### src/rtl/mul_div_if.sv
// -----------------------------------------------------------------------------
// mul_div_if
//   Request/result bundle between the register-file read stage, the
//   mul_div_unit and the writeback stage.
//
//   Request side  : in_valid, in_ready, funct3, rs1_data, rs2_data, rd_addr_in
//   Result side   : out_valid, out_ready, rd_data, rd_addr
//
//   Handshake rule (both sides): a transfer happens on a rising clock edge
//   where valid and ready are both 1. A producer holds valid and its payload
//   stable until that edge. Ready may be asserted without valid; it has no
//   effect until valid is also high.
//
//   modport master : the core side (drives requests, accepts results)
//   modport slave  : the execute unit
// -----------------------------------------------------------------------------
interface mul_div_if #(
   parameter int XLEN = 32
);
   logic            in_valid;
   logic            in_ready;
   logic [2:0]      funct3;
   logic [XLEN-1:0] rs1_data;
   logic [XLEN-1:0] rs2_data;
   logic [4:0]      rd_addr_in;
   logic            out_valid;
   logic            out_ready;
   logic [XLEN-1:0] rd_data;
   logic [4:0]      rd_addr;

   modport master (
      output in_valid, funct3, rs1_data, rs2_data, rd_addr_in, out_ready,
      input  in_ready, out_valid, rd_data, rd_addr
   );

   modport slave (
      input  in_valid, funct3, rs1_data, rs2_data, rd_addr_in, out_ready,
      output in_ready, out_valid, rd_data, rd_addr
   );
endinterface

### src/rtl/mul_div_unit.sv
// -----------------------------------------------------------------------------
// mul_div_unit
//   Iterative RV32M execute unit: MUL, MULH, MULHSU, MULHU, DIV, DIVU, REM,
//   REMU. Operands are reduced to magnitudes at accept, the unsigned core runs
//   XLEN shift-add (multiply) or restoring shift-subtract (divide) steps, and
//   the sign is restored when the result is registered.
//
//   Ports
//     clk     : core clock, rising edge
//     rst     : asynchronous active-high reset
//     bus     : mul_div_if.slave (request and result handshakes)
//     o_state : current FSM state (0 IDLE, 1 BUSY, 2 DONE) for observation
//
//   Build option
//     MUL_DIV_FAST_MUL_EN : when defined, all multiplies are computed in one
//                           step at accept (IDLE -> DONE); divides still
//                           iterate. Undefined by default.
// -----------------------------------------------------------------------------
module mul_div_unit #(
   parameter int XLEN = 32
) (
   input  logic       clk,
   input  logic       rst,
   mul_div_if.slave   bus,
   output logic [1:0] o_state
);
   localparam int CW = $clog2(XLEN);

   localparam logic [1:0] S_IDLE = 2'd0;
   localparam logic [1:0] S_BUSY = 2'd1;
   localparam logic [1:0] S_DONE = 2'd2;

   logic [1:0]        r_state;
   logic [2:0]        r_funct3;
   logic [4:0]        r_rd;
   logic [XLEN-1:0]   r_b;
   logic              r_neg;
   logic [CW-1:0]     r_cnt;
   // Multiply: {partial product high, multiplier bits still to consume}.
   // Divide  : {partial remainder, dividend bits shifting into quotient}.
   logic [2*XLEN-1:0] r_acc;
   logic [XLEN-1:0]   r_rd_data;
   logic [4:0]        r_rd_addr;

   // ---------------------------------------------------------------- accept side
   logic            w_is_div;
   logic            w_a_signed;
   logic            w_b_signed;
   logic            w_a_neg;
   logic            w_b_neg;
   logic [XLEN-1:0] w_a_mag;
   logic [XLEN-1:0] w_b_mag;
   logic            w_neg;
   logic            w_div_zero;
   logic            w_div_ovf;
   logic [XLEN-1:0] w_special;

   always_comb begin
      w_is_div   = bus.funct3[2];
      // Multiply: MUL/MULH signed a and b, MULHSU signed a only, MULHU none.
      // Divide  : DIV/REM signed, DIVU/REMU unsigned.
      w_a_signed = w_is_div ? ~bus.funct3[0] : (bus.funct3 != 3'b011);
      w_b_signed = w_is_div ? ~bus.funct3[0] : ~bus.funct3[1];
      w_a_neg    = w_a_signed & bus.rs1_data[XLEN-1];
      w_b_neg    = w_b_signed & bus.rs2_data[XLEN-1];
      // Negating the most negative value yields the same bit pattern, which is
      // exactly its unsigned magnitude 2^(XLEN-1).
      w_a_mag    = w_a_neg ? -bus.rs1_data : bus.rs1_data;
      w_b_mag    = w_b_neg ? -bus.rs2_data : bus.rs2_data;
      // Remainder takes the dividend's sign; everything else the XOR.
      w_neg      = (w_is_div & bus.funct3[1]) ? w_a_neg : (w_a_neg ^ w_b_neg);
      w_div_zero = w_is_div & (bus.rs2_data == '0);
      w_div_ovf  = w_is_div & ~bus.funct3[0]
                 & (bus.rs1_data == {1'b1, {(XLEN-1){1'b0}}})
                 & (bus.rs2_data == {XLEN{1'b1}});
      w_special  = '0;
      if (w_div_zero)
         w_special = bus.funct3[1] ? bus.rs1_data : {XLEN{1'b1}};
      else if (w_div_ovf)
         w_special = bus.funct3[1] ? '0 : {1'b1, {(XLEN-1){1'b0}}};
   end

   // ------------------------------------------------------------- one iteration
   logic [XLEN:0]     w_mul_sum;
   logic [XLEN:0]     w_rem_sh;
   logic [XLEN:0]     w_rem_diff;
   logic              w_ge;
   logic [2*XLEN-1:0] w_acc_next;

   always_comb begin
      // Shift-add: add b to the high half when the low multiplier bit is set,
      // then shift the whole product right, the carry entering at the top.
      w_mul_sum  = {1'b0, r_acc[2*XLEN-1:XLEN]} + (r_acc[0] ? {1'b0, r_b} : '0);
      // Restoring divide: the remainder shifted left with the next dividend
      // bit needs XLEN+1 bits before the compare.
      w_rem_sh   = r_acc[2*XLEN-1:XLEN-1];
      w_rem_diff = w_rem_sh - {1'b0, r_b};
      w_ge       = (w_rem_sh >= {1'b0, r_b});
      if (r_funct3[2])
         w_acc_next = {(w_ge ? w_rem_diff[XLEN-1:0] : w_rem_sh[XLEN-1:0]),
                       r_acc[XLEN-2:0], w_ge};
      else
         w_acc_next = {w_mul_sum, r_acc[XLEN-1:1]};
   end

   // Sign restore and result select from a full unsigned product, or from a
   // {remainder, quotient} pair.
   function automatic logic [XLEN-1:0] f_finish(input logic [2:0]        f3,
                                                input logic              neg,
                                                input logic [2*XLEN-1:0] v);
      logic [2*XLEN-1:0] prod;
      logic [XLEN-1:0]   sel;
      if (f3[2]) begin
         sel      = f3[1] ? v[2*XLEN-1:XLEN] : v[XLEN-1:0];
         f_finish = neg ? -sel : sel;
      end else begin
         prod     = neg ? -v : v;
         f_finish = (f3[1:0] == 2'b00) ? prod[XLEN-1:0] : prod[2*XLEN-1:XLEN];
      end
   endfunction

`ifdef MUL_DIV_FAST_MUL_EN
   logic [2*XLEN-1:0] w_fast_prod;
   always_comb begin
      w_fast_prod = {{XLEN{1'b0}}, w_a_mag} * {{XLEN{1'b0}}, w_b_mag};
   end
`endif

   // ----------------------------------------------------------------------- FSM
   always_ff @(posedge clk or posedge rst) begin
      if (rst) begin
         r_state   <= S_IDLE;
         r_funct3  <= '0;
         r_rd      <= '0;
         r_b       <= '0;
         r_neg     <= 1'b0;
         r_cnt     <= '0;
         r_acc     <= '0;
         r_rd_data <= '0;
         r_rd_addr <= '0;
      end else begin
         case (r_state)
            S_IDLE: begin
               if (bus.in_valid) begin
                  r_funct3 <= bus.funct3;
                  r_rd     <= bus.rd_addr_in;
                  r_b      <= w_b_mag;
                  r_neg    <= w_neg;
                  r_cnt    <= '0;
                  r_acc    <= {{XLEN{1'b0}}, w_a_mag};
                  if (w_div_zero | w_div_ovf) begin
                     r_rd_data <= w_special;
                     r_rd_addr <= bus.rd_addr_in;
                     r_state   <= S_DONE;
                  end
`ifdef MUL_DIV_FAST_MUL_EN
                  else if (!w_is_div) begin
                     r_rd_data <= f_finish(bus.funct3, w_neg, w_fast_prod);
                     r_rd_addr <= bus.rd_addr_in;
                     r_state   <= S_DONE;
                  end
`endif
                  else begin
                     r_state <= S_BUSY;
                  end
               end
            end
            S_BUSY: begin
               r_acc <= w_acc_next;
               r_cnt <= r_cnt + CW'(1);
               if (r_cnt == CW'(XLEN-1)) begin
                  r_rd_data <= f_finish(r_funct3, r_neg, w_acc_next);
                  r_rd_addr <= r_rd;
                  r_state   <= S_DONE;
               end
            end
            S_DONE: begin
               if (bus.out_ready)
                  r_state <= S_IDLE;
            end
            default: r_state <= S_IDLE;
         endcase
      end
   end

   assign bus.in_ready  = (r_state == S_IDLE);
   assign bus.out_valid = (r_state == S_DONE);
   assign bus.rd_data   = r_rd_data;
   assign bus.rd_addr   = r_rd_addr;
   assign o_state       = r_state;
endmodule

### src/flat_wrapper.sv
// flat-port wrapper written by rule: the top's interface ports become plain ports
module mul_div_unit_flat 
#(
   parameter int XLEN = 32
)
  (clk, rst, o_state, bus_in_valid, bus_funct3, bus_rs1_data, bus_rs2_data, bus_rd_addr_in, bus_out_ready, bus_in_ready, bus_out_valid, bus_rd_data, bus_rd_addr);
  mul_div_if #(.XLEN(XLEN)) bus_i ();
  input  logic clk;
  input  logic rst;
  output logic [1:0] o_state;
  input wire logic [$bits(bus_i.in_valid)-1:0] bus_in_valid;
  input wire logic [$bits(bus_i.funct3)-1:0] bus_funct3;
  input wire logic [$bits(bus_i.rs1_data)-1:0] bus_rs1_data;
  input wire logic [$bits(bus_i.rs2_data)-1:0] bus_rs2_data;
  input wire logic [$bits(bus_i.rd_addr_in)-1:0] bus_rd_addr_in;
  input wire logic [$bits(bus_i.out_ready)-1:0] bus_out_ready;
  output wire logic [$bits(bus_i.in_ready)-1:0] bus_in_ready;
  output wire logic [$bits(bus_i.out_valid)-1:0] bus_out_valid;
  output wire logic [$bits(bus_i.rd_data)-1:0] bus_rd_data;
  output wire logic [$bits(bus_i.rd_addr)-1:0] bus_rd_addr;
  assign bus_i.in_valid = bus_in_valid;
  assign bus_i.funct3 = bus_funct3;
  assign bus_i.rs1_data = bus_rs1_data;
  assign bus_i.rs2_data = bus_rs2_data;
  assign bus_i.rd_addr_in = bus_rd_addr_in;
  assign bus_i.out_ready = bus_out_ready;
  assign bus_in_ready = bus_i.in_ready;
  assign bus_out_valid = bus_i.out_valid;
  assign bus_rd_data = bus_i.rd_data;
  assign bus_rd_addr = bus_i.rd_addr;
  mul_div_unit #(.XLEN(XLEN)) u_core (.clk(clk), .rst(rst), .bus(bus_i), .o_state(o_state));
endmodule
### config.mk
export PLATFORM = sky130hd
export DESIGN_NAME = mul_div_unit_flat
export DESIGN_NICKNAME = d
export VERILOG_FILES = /design/src/rtl/mul_div_if.sv /design/src/rtl/mul_div_unit.sv /design/src/flat_wrapper.sv
export SDC_FILE = /design/constraint.sdc
export NUM_CORES = 1
export LEC_CHECK = 0
export CAP_MARGIN = 20
export CORE_MARGIN = 2
export CORE_UTILIZATION = 45
export DETAILED_ROUTE_END_ITERATION = 7
export PLACE_DENSITY = 0.66
export RECOVER_POWER = 100
export SLEW_MARGIN = 30
export SYNTH_ARGS = -nofsm -noshare
export SYNTH_HDL_FRONTEND = slang
export SYNTH_SLANG_ARGS = --single-unit
### constraint.sdc
create_clock -name clk -period 5.6 [get_ports clk]
set_input_delay 0.84 -clock clk [delete_from_list [all_inputs] [get_ports clk]]
set_output_delay 0.84 -clock clk [all_outputs]
set_load 0.03 [all_outputs]
==> metrics <==
status=finished, violations left; violated checks=max-capacitance violations, max-slew violations; CTS tree=done; Worst Max-Slew Pin Slew=3.34 ns; prevailing post-synth register cell=dfrtp_1; cell area after layout=19600 sq um; most common cell after layout, fill and taps aside=nand2_1; number of remaining DRC errors=0; Area growth, synth to finish=15.5%; cts bufs inserted=17; number of max-cap violations=5; most frequent cells in the layout=nand2_1 (291), o21ai_0 (221), nor2_1 (187); core area=37400 sq um; Syn Inst Count=2284; initial antenna violation count=2; I/O pin count=117; first-pass GRT wire length=around 110 mm; hold path depth=2; Netlist cell types=about 110; Crit path arrival time=between 5 and 6 ns; pre-CTS WS=0.310 ns; hold crit path type=register to register; worst hold margin=approximately 0.48 ns; Via density=6.56; total track usage=36.2%; met1 Resource Use GR=48.3%; number of flops mapped to enable cells by yosys=0; # rows=71; Synth Register Bits=149; drt wl/cell=24.5 um; Worst-Skew Late Latency=0.48 ns; vias in the first global route=~18k; Syn Nets=around 2.4k; 1st-iter DRT viols=2178; clock skew=0.0208 ns; die width=slightly below 200 um; final setup vio count=0; antenna diode count=0; H-tree lvl count=4; Final Critical Period=5.23 ns; Layout Nets=2527; worst setup margin=0.370 ns; die area=39300 sq um; placer congestion estimate=1.05; Max clock buf depth=2; relative slew slack=-123%; Pins Over Slew Limit=236; layout cells sized above 1=9.25%; FMAX=0.191 GHz; sequential share of the synthesized area=22.0%; grt met3 use=7.99%; worst endpoint required time=slightly below 6 ns; Crit Path Class=register to register; Yosys Warn Count=0; crit-path max FO=10; Worst setup SP type=register; Total Routed Length=71.0 mm; Synth Area per Inst=7.44 sq um; cell area after synthesis=roughly 17000 sq um; ANT nets after route=0; RSZ-0062 raised after global routing=true; Setup crit end kind=register; drt pass-1 iters=8; # port buffers=116; Final HPWL DP=55.0 mm; largest net degree at the start of global routing=90; routed via count=19.0k; fin crit share=between 90 and 100%; GR peak layer=met2; Hold-fix buffers, CTS=0; clk slew on worst S/H paths=0.08 ns; Synth async-reset ratio=100%; CTS root buf=clkbuf_16; Starting Density=45.4%; path depth of the worst reg2reg path=20; met2 Use GR=56.0%; clock sink count=149; Hold Fails Final Rpt=0; Placed Instance Area=between 15000 and 20000 sq um; Die Ht=198 um; global route overflow=0
[layout make-up]
class | instances | area, sq um
clock buffers | 19 | 443
clock inverters | 12 | 166
fillers | 3719 | 17800
inverters | 67 | 251
multi-input cells | 1929 | 12500
flip-flops and latches | 149 | 3740
well taps | 511 | 639
repair buffers | 214 | 1920
[final timing paths]
| check | start | end | slack, ns |
|---|---|---|---|
| worst min-delay path | u_core.r_rd[4] | u_core.r_rd[4] | 0.48 |
| worst max register to register | u_core.r_acc[49] | u_core.bus.rd_data[12] | 0.37 |
| min in group asynchronous | rst | u_core.r_b[18] | 2.03 |
| worst max-delay path | u_core.r_acc[49] | u_core.bus.rd_data[12] | 0.37 |
| worst min register to register | u_core.r_rd[4] | u_core.r_rd[4] | 0.48 |
| max in group asynchronous | rst | u_core.r_acc[0] | 1.02 |
[registers in the layout, indices dropped and copies added (netlist names)]
signal / cells
u_core.bus.rd_addr: 5
u_core.bus.rd_data: 32
u_core.o_state: 2
u_core.r_acc: 64
u_core.r_b: 32
u_core.r_cnt: 5
u_core.r_funct3: 3
u_core.r_neg: 1
u_core.r_rd: 5
[metal layers]
metal	up-vias	share of wire, %
li1	8658	-
met1	9138	41
met2	1026	44
met3	197	9.7
met4	0	4.4
met5	-	0
[worst max-delay path, stage by stage, from the launching register on]
cell and delay [ns]:
dfrtp_1 0.44, ha_1 0.44, a21oi_1 0.22, o21ai_1 0.24
a21oi_4 0.28, o211a_2 0.27, nand3_2 0.14, and2_1 0.21
inv_1 0.11, ha_1 0.21, o21ai_0 0.13, or4_1 0.51
nor3b_1 0.29, nand2_1 0.14, or2_1 0.28, nor3_2 0.25
nand2_1 0.18, o21ai_1 0.18, xor2_1 0.16, o21ai_0 0.09
a221o_1 0.34
[Yosys cell counts (all sizes together) (54+ instances only)]
cell | number | area [sq um]
a21oi | 157 | 793
clkbuf | 97 | 364
ha | 71 | 888
dfrtp | 149 | 3730
nor2 | 190 | 718
inv | 66 | 248
o21ai | 241 | 1220
mux2i | 54 | 544
nand3 | 58 | 300
nand2 | 293 | 1110
xor2 | 72 | 631
nor3 | 77 | 400
xnor2 | 71 | 622
[metrics by stage]
stage / TNS, ns / utilization, % / std cells
after floorplan: 0 / - / 2284
after global placement: 0 / 50.8 / 2868
after detailed placement: 0 / 50.9 / 2869
after CTS: 0 / 52.5 / 2900
after global routing: -0.0215 / 52.4 / 2901
final: 0 / 52.4 / 2901
[kinds of logic (layout without fill, tap and decap cells)]
logic type / count (synthesis) / count (layout) / synth area share, %
XOR/XNOR: 143 / 143 / 7.37
AO/OA/AOI/OAI: 775 / 775 / 30.6
flip-flops: 149 / 149 / 22.0
multiplexers: 78 / 78 / 4.88
AND/OR/NAND/NOR: 860 / 860 / 24.8
buffers and inverters: 206 / 312 / 4.92
adder cells (fa/ha/maj): 73 / 73 / 5.47
[repair_timing]
item,in CTS,in global routing
gates resized for setup,0,3
endpoints found under the setup margin,0,6
buffers inserted,0,0
Power is not shown: default switching activity piles up to over one toggle a cycle in this logic, so the estimate is an artifact.
